**src/rtl/ssd_scan_ctrl.sv**
```systemverilog
// Purpose : time-multiplexed 4-digit seven-segment scanner (estado + sensor bank), with blanking and alarm blink.
// Latency : SSD is registered; it reflects prescaler/digit/snapshot state one cycle earlier.
// Backpr. : none; en=0 freezes scan state and blanks the display on the next cycle.
//
// Ports:
//   CLK_ulong  rising-edge clock          reset      async active-low reset
//   en         scan enable                estado     alarm-FSM state code (0-7)
//   sensores   raw sensor lines           SSD        {anodes[3:0], segments gfedcba}, both active-low
//   digit_idx  digit being scanned        slot_tick  pulse on the last cycle of each slot
//
// Optional build macro SENSOR_SYNC_EN: routes sensores through a two-flop
// synchronizer ahead of the frame snapshot register.
module ssd_scan_ctrl #(
    parameter int CLK_DIV   = 50000,
    parameter int BLANK_CYC = 16,
    parameter int BLINK_DIV = 64
) (
    input  logic        CLK_ulong,
    input  logic        reset,
    input  logic        en,
    input  logic [2:0]  estado,
    input  logic [3:0]  sensores,
    output logic [10:0] SSD,
    output logic [1:0]  digit_idx,
    output logic        slot_tick
);

    localparam int PW = (CLK_DIV > 1) ? $clog2(CLK_DIV) : 1;
    localparam int BW = (BLINK_DIV > 1) ? $clog2(BLINK_DIV) : 1;
    localparam logic [PW-1:0] PRESC_LAST = PW'(CLK_DIV - 1);
    localparam logic [PW-1:0] BLANK_END  = PW'(BLANK_CYC);
    localparam logic [BW-1:0] BLINK_LAST = BW'(BLINK_DIV - 1);
    localparam logic [6:0]    SEG_DASH   = 7'h3F;
    localparam logic [10:0]   SSD_OFF    = 11'h7FF;

    function automatic logic [6:0] seg_of(input logic [2:0] d);
        logic [6:0] s;
        s = 7'h7F;
        case (d)
            3'd0: s = 7'h40;
            3'd1: s = 7'h79;
            3'd2: s = 7'h24;
            3'd3: s = 7'h30;
            3'd4: s = 7'h19;
            3'd5: s = 7'h12;
            3'd6: s = 7'h02;
            3'd7: s = 7'h78;
        endcase
        return s;
    endfunction

    logic [PW-1:0] presc_q, presc_d;
    logic [1:0]    digit_q, digit_d;
    logic [BW-1:0] bcnt_q, bcnt_d;
    logic          bphase_off_q, bphase_off_d;
    logic [3:0]    snap_q, snap_d;
    logic [2:0]    est_snap_q, est_snap_d;
    logic [10:0]   ssd_q, ssd_d;

    logic          tick;
    logic          blink_active;
    logic [3:0]    sens_cap;
    logic [2:0]    popcnt;
    logic [2:0]    low_idx;
    logic [6:0]    seg_val;

`ifdef SENSOR_SYNC_EN
    logic [3:0] sync1_q, sync1_d, sync2_q, sync2_d;

    always_comb begin
        sync1_d = sensores;
        sync2_d = sync1_q;
    end

    // Synchronizer runs regardless of en so the capture setup stays two cycles.
    always_ff @(posedge CLK_ulong or negedge reset) begin
        if (!reset) begin
            sync1_q <= 4'd0;
            sync2_q <= 4'd0;
        end else begin
            sync1_q <= sync1_d;
            sync2_q <= sync2_d;
        end
    end

    assign sens_cap = sync2_q;
`else
    assign sens_cap = sensores;
`endif

    assign tick         = en && (presc_q == PRESC_LAST);
    assign blink_active = (est_snap_q >= 3'd4);

    // Digit content is derived purely from the frame snapshot.
    always_comb begin
        popcnt  = 3'($countones(snap_q));
        low_idx = 3'd0;
        for (int i = 3; i >= 0; i--) begin
            if (snap_q[i]) low_idx = 3'(i);
        end
        seg_val = SEG_DASH;
        case (digit_q)
            2'd3:    seg_val = seg_of(est_snap_q);
            2'd2:    seg_val = SEG_DASH;
            2'd1:    seg_val = seg_of(popcnt);
            default: if (snap_q != 4'd0) seg_val = seg_of(low_idx);
        endcase
    end

    always_comb begin
        presc_d      = presc_q;
        digit_d      = digit_q;
        bcnt_d       = bcnt_q;
        bphase_off_d = bphase_off_q;
        snap_d       = snap_q;
        est_snap_d   = est_snap_q;

        if (en) presc_d = (presc_q == PRESC_LAST) ? '0 : presc_q + 1'b1;
        if (tick) digit_d = digit_q + 2'd1;

        // Blink state keys off the current snapshot; a frame start on the same
        // edge only changes blink activity from the following cycle.
        if (!blink_active) begin
            bcnt_d       = '0;
            bphase_off_d = 1'b0;
        end else if (tick) begin
            if (bcnt_q == BLINK_LAST) begin
                bcnt_d       = '0;
                bphase_off_d = ~bphase_off_q;
            end else begin
                bcnt_d = bcnt_q + 1'b1;
            end
        end

        if (tick && digit_q == 2'd3) begin
            snap_d     = sens_cap;
            est_snap_d = estado;
        end

        if (!en || presc_q < BLANK_END || (blink_active && bphase_off_q))
            ssd_d = SSD_OFF;
        else
            ssd_d = {~(4'b0001 << digit_q), seg_val};
    end

    always_ff @(posedge CLK_ulong or negedge reset) begin
        if (!reset) begin
            presc_q      <= '0;
            digit_q      <= 2'd0;
            bcnt_q       <= '0;
            bphase_off_q <= 1'b0;
            snap_q       <= 4'd0;
            est_snap_q   <= 3'd0;
            ssd_q        <= SSD_OFF;
        end else begin
            presc_q      <= presc_d;
            digit_q      <= digit_d;
            bcnt_q       <= bcnt_d;
            bphase_off_q <= bphase_off_d;
            snap_q       <= snap_d;
            est_snap_q   <= est_snap_d;
            ssd_q        <= ssd_d;
        end
    end

    assign SSD       = ssd_q;
    assign digit_idx = digit_q;
    assign slot_tick = tick;

endmodule

```
**config.mk**
```make
export PLATFORM = sky130hd
export DESIGN_NAME = ssd_scan_ctrl
export DESIGN_NICKNAME = d
export VERILOG_FILES = /design/src/rtl/ssd_scan_ctrl.sv
export SDC_FILE = /design/constraint.sdc
export NUM_CORES = 1
export LEC_CHECK = 0
export ABC_AREA = 1
export BUFFER_PORTS_ARGS = -buffer_cell sky130_fd_sc_hd__buf_2
export CAP_MARGIN = 20
export CORE_UTILIZATION = 35
export CTS_BUF_LIST = sky130_fd_sc_hd__clkbuf_16
export DETAILED_ROUTE_END_ITERATION = 10
export SLEW_MARGIN = 5
export SYNTH_ARGS = -nofsm -noshare
export SYNTH_HDL_FRONTEND = slang
export SYNTH_SLANG_ARGS = --single-unit
```
**constraint.sdc**
```tcl
create_clock -name CLK_ulong -period 4.15 [get_ports CLK_ulong]
set_clock_uncertainty 0.2 [all_clocks]
set_input_delay 0.415 -clock CLK_ulong [delete_from_list [all_inputs] [get_ports CLK_ulong]]
set_output_delay 0.415 -clock CLK_ulong [all_outputs]
set_load 0.02 [all_outputs]
```
==> flow_results.org <==
** Setup path
- STA classifies the critical path endpoint as a flip-flop.
- For the worst setup path, the data required time is 4.15 ns.
- Startpoint type of the worst setup path :: flip-flop
- Worst-path fanout max :: 5
- The worst setup path is of the flip-flop to flip-flop kind.
- Crit path DAT :: 2.68 ns

** Yosys
- Number of distinct standard cells referenced by the synthesized netlist :: 32
- Post-synthesis async set-or-reset flop share :: 100%
- Synthesized Nets :: 363
- Average instance area after synthesis :: 7.96 um2
- Predominant post-synthesis flop cell :: sky130_fd_sc_hd__dfrtp_1
- Yosys mapped a number of flops with a built-in enable equal to 0.
- Sequential cells were found to cover 41.1% of the synthesized design area.
- The synthesized design contains 43 register bits.
- The mapped netlist covers 2650 um2.
- Synthesis produced 333 cells.
- Count of yosys warnings during synthesis :: 0

** GRT
- Across every metal layer, demand over resource in global routing totals 15.5%.
- Antenna violations before repair :: 0
- After global routing the overflow that remains totals 0.
- Maximum number of pins on one net before global-route repair :: 44
- First-pass GRT wire length :: 9510 um
- Number of global-route vias before repair :: 2112

** Clock network
- In this run, post-CTS hold repair placed 0 buffers.
- No sink is reached through more buffers than the 2 on the longest clock path.
- After clock tree synthesis, the clock-pin slew on the worst setup and hold paths is 0.06 ns.
- The number of gates resized after CTS was 0.
- Number of clock sinks :: 43
- Counting the buffers created by CTS gives 5.
- Worst-Skew Late Latency :: 0.28 ns
- Number of buffers added for setup after CTS :: 0
- The cell sitting at the root of the clock tree is a sky130_fd_sc_hd__clkbuf_16.
- CTS tree :: built
- CTS built an H-tree with a depth of 2.

** STA
- Number of hold-slack violations in the final timing report :: 0
- The final count of pins violating max slew is 0.
- The smallest clock period supported by the final layout is computed as 2.69 ns.
- Fin crit share :: 64.7%
- Setup violations remaining at the end of the flow were counted as 0.
- For the pin with the worst max-slew slack, the measured transition is 0.964 ns.
- In this run the tightest slew margin relative to its limit is 35.7%.
- Setup repair after global routing left no endpoint under its margin.
- Summed over all failing endpoints, the final setup total negative slack is 0 ns.
- Minimum hold slack :: 0.0902 ns
- Static timing analysis puts the maximum clock frequency at 372 MHz.

** Die
- 24 I/O pins were placed.
- For this configuration, the core starts out at a cell density of 36.4%.
- Die Outline Area :: 7930 um2
- Std-Cell Core Area :: 7290 um2
- Measured along the y axis, the die boundary spans 89.0 um.
- In this run the core area contains 31 standard-cell rows.
- Measured along the x axis, the die boundary spans 89.0 um.

** Final layout
- After routing the design area is 2980 um2.
- The filler cells instantiated in the layout total 775.
- At the end of the flow the core is filled with cells to 40.9%.
- Synthesis-to-finish area growth :: 12.6%
- Number of antenna cells inserted :: 0
- The net count of the finished layout is 388.
- Cells with a size suffix above 1 make up 17.3% of the layout.

** Detailed routing
- After detailed routing, the number of vias per cell comes to 4.70.
- In this run the remaining antenna-violating nets after routing total 0.
- Total via count after detailed routing :: 2154
- Summed over all layers, the routed wires come to 5410 um.
- Iter 0 DRT Violations :: 102
- WL/cell :: 11.8 um
- DRC violation count after routing :: 0
- Initial DRT Pass Iterations :: 4

** Min path
- The tightest min-delay check is of the primary input to asynchronous set/reset pin type.

** Placement
- At the end of routability-driven placement, the weighted congestion stood at 0.832.
- The placed instances occupy a cell area of 2850 um2.
- Post-DP HPWL :: 3990 um
- Count of buffers from port buffering :: 23

** Power and ir drop
- The worst-case IR drop observed on VDD is 0.000237 V.
- Cell leakage power :: 0.00149 uW
- Power Dens Cells :: 333 nW/um2

** Outcome
- Status :: completed

** Run
- Across the run, the number of max-cap violations was 0.
-- layout by cell type (no fill, tap or decap), drive strengths merged, types with 2 or more instances in the layout --
| master | n |
|---|---|
| xor2 | 7 |
| nand4 | 6 |
| ha | 19 |
| nand3 | 43 |
| dfstp | 11 |
| a21oi | 9 |
| buf | 23 |
| o211ai | 5 |
| nor2 | 32 |
| xnor2 | 3 |
| or2 | 4 |
| clkbuf | 5 |
| nand2 | 89 |
| inv | 46 |
| nor3 | 7 |
| o21ai | 12 |
| clkinv | 2 |
| dfrtp | 32 |
-- state kept, by name, summed over array words and instances, names as in the netlist --
| name | flops |
|---|---|
| digit_idx | 2 |
| snap_q | 4 |
| bcnt_q | 6 |
| presc_q | 16 |
| bphase_off_q | 1 |
| est_snap_q | 3 |
| SSD | 11 |
-- per-layer routing --
metal	global-route usage, %	vias up	share of wire, %
li1	-	1114	-
met1	19.1	1002	48
met2	27.5	34	48
met3	2.95	4	3.0
met4	4.62	0	1.1
met5	0	-	0
-- cells in the mapped netlist, drive strengths merged, types with 4 or more instances --
cell	n	share of area, %
a21oi	9	1.7
buf	4	1.5
dfrtp	32	30
dfstp	11	11
ha	19	9.0
inv	45	6.5
nand2	89	13
nand3	43	9.7
nand4	6	1.4
nor2	32	5.2
nor3	7	1.5
o211ai	5	1.4
o21ai	12	2.3
or2	4	0.94
xor2	7	2.3
-- worst max-delay path: stages (launching register included) --
cell and delay, ns:
sky130_fd_sc_hd__dfrtp_1 0.41, sky130_fd_sc_hd__inv_1 0.12, sky130_fd_sc_hd__fa_1 0.47, sky130_fd_sc_hd__inv_1 0.06, sky130_fd_sc_hd__ha_1 0.19, sky130_fd_sc_hd__inv_1 0.06, sky130_fd_sc_hd__ha_1 0.35, sky130_fd_sc_hd__inv_1 0.08
sky130_fd_sc_hd__ha_1 0.19, sky130_fd_sc_hd__nand2_1 0.06, sky130_fd_sc_hd__nand2_1 0.07, sky130_fd_sc_hd__a21oi_1 0.14, sky130_fd_sc_hd__nand2_1 0.06, sky130_fd_sc_hd__nand2_1 0.06, sky130_fd_sc_hd__nand3_1 0.07
-- path summary, 6_finish.rpt --
kind / start / endpoint / slack (ns) / cells after the start
setup / recovery: snap_q[0]$_DFFE_PN0P_ / SSD[0]$_DFF_PN1_ / 1.46 / 14
hold / removal: reset / snap_q[2]$_DFFE_PN0P_ / 0.09 / 1
setup reg to reg: snap_q[0]$_DFFE_PN0P_ / SSD[0]$_DFF_PN1_ / 1.46 / 14
hold reg to reg: snap_q[1]$_DFFE_PN0P_ / snap_q[1]$_DFFE_PN0P_ / 0.28 / 2
max in group asynchronous: reset / presc_q[1]$_DFFE_PN0P_ / 3.05 / 1
min in group CLK_ulong: sensores[1] / snap_q[1]$_DFFE_PN0P_ / 0.16 / 3
-- kinds of logic (layout without fill, tap and decap cells) --
logic type,after synthesis,count (layout),share of synthesized area [%]
xor+xnor,10,10,3.30
compound gates,29,29,6.18
flops,43,43,41.1
buf+inv,50,76,8.12
fa+ha+maj,20,20,9.72
simple gates,181,181,31.6
-- final cells by class --
| cell class | instances | area, um2 | share of cell area, % |
|---|---|---|---|
| clock buffers | 5 | 125 | 4.19 |
| inverters | 45 | 171 | 5.74 |
| repair buffers | 23 | 115 | 3.86 |
| well taps | 99 | 124 | 4.15 |
| clock inverters | 3 | 12.5 | 0.419 |
| multi-input cells | 240 | 1350 | 45.1 |
| flip-flops and latches | 43 | 1090 | 36.5 |
-- power breakdown --
part / internal (uW) / switching (uW)
combinational: 49.9 / 78.3
clock: 217 / 151
sequential: 459 / 37.7
-- through the flow --
stage          total power [uW]  worst slack [ns]  instances
6_report                    994              1.46        458
5_1_grt                    1050              1.19        458
4_1_cts                    1010              1.46        458
3_5_place_dp                632              1.50        450
3_3_place_gp                632              1.56        450
2_1_floorplan               594              1.69        333
No activity file was read; power rests on OpenSTA's default activity.
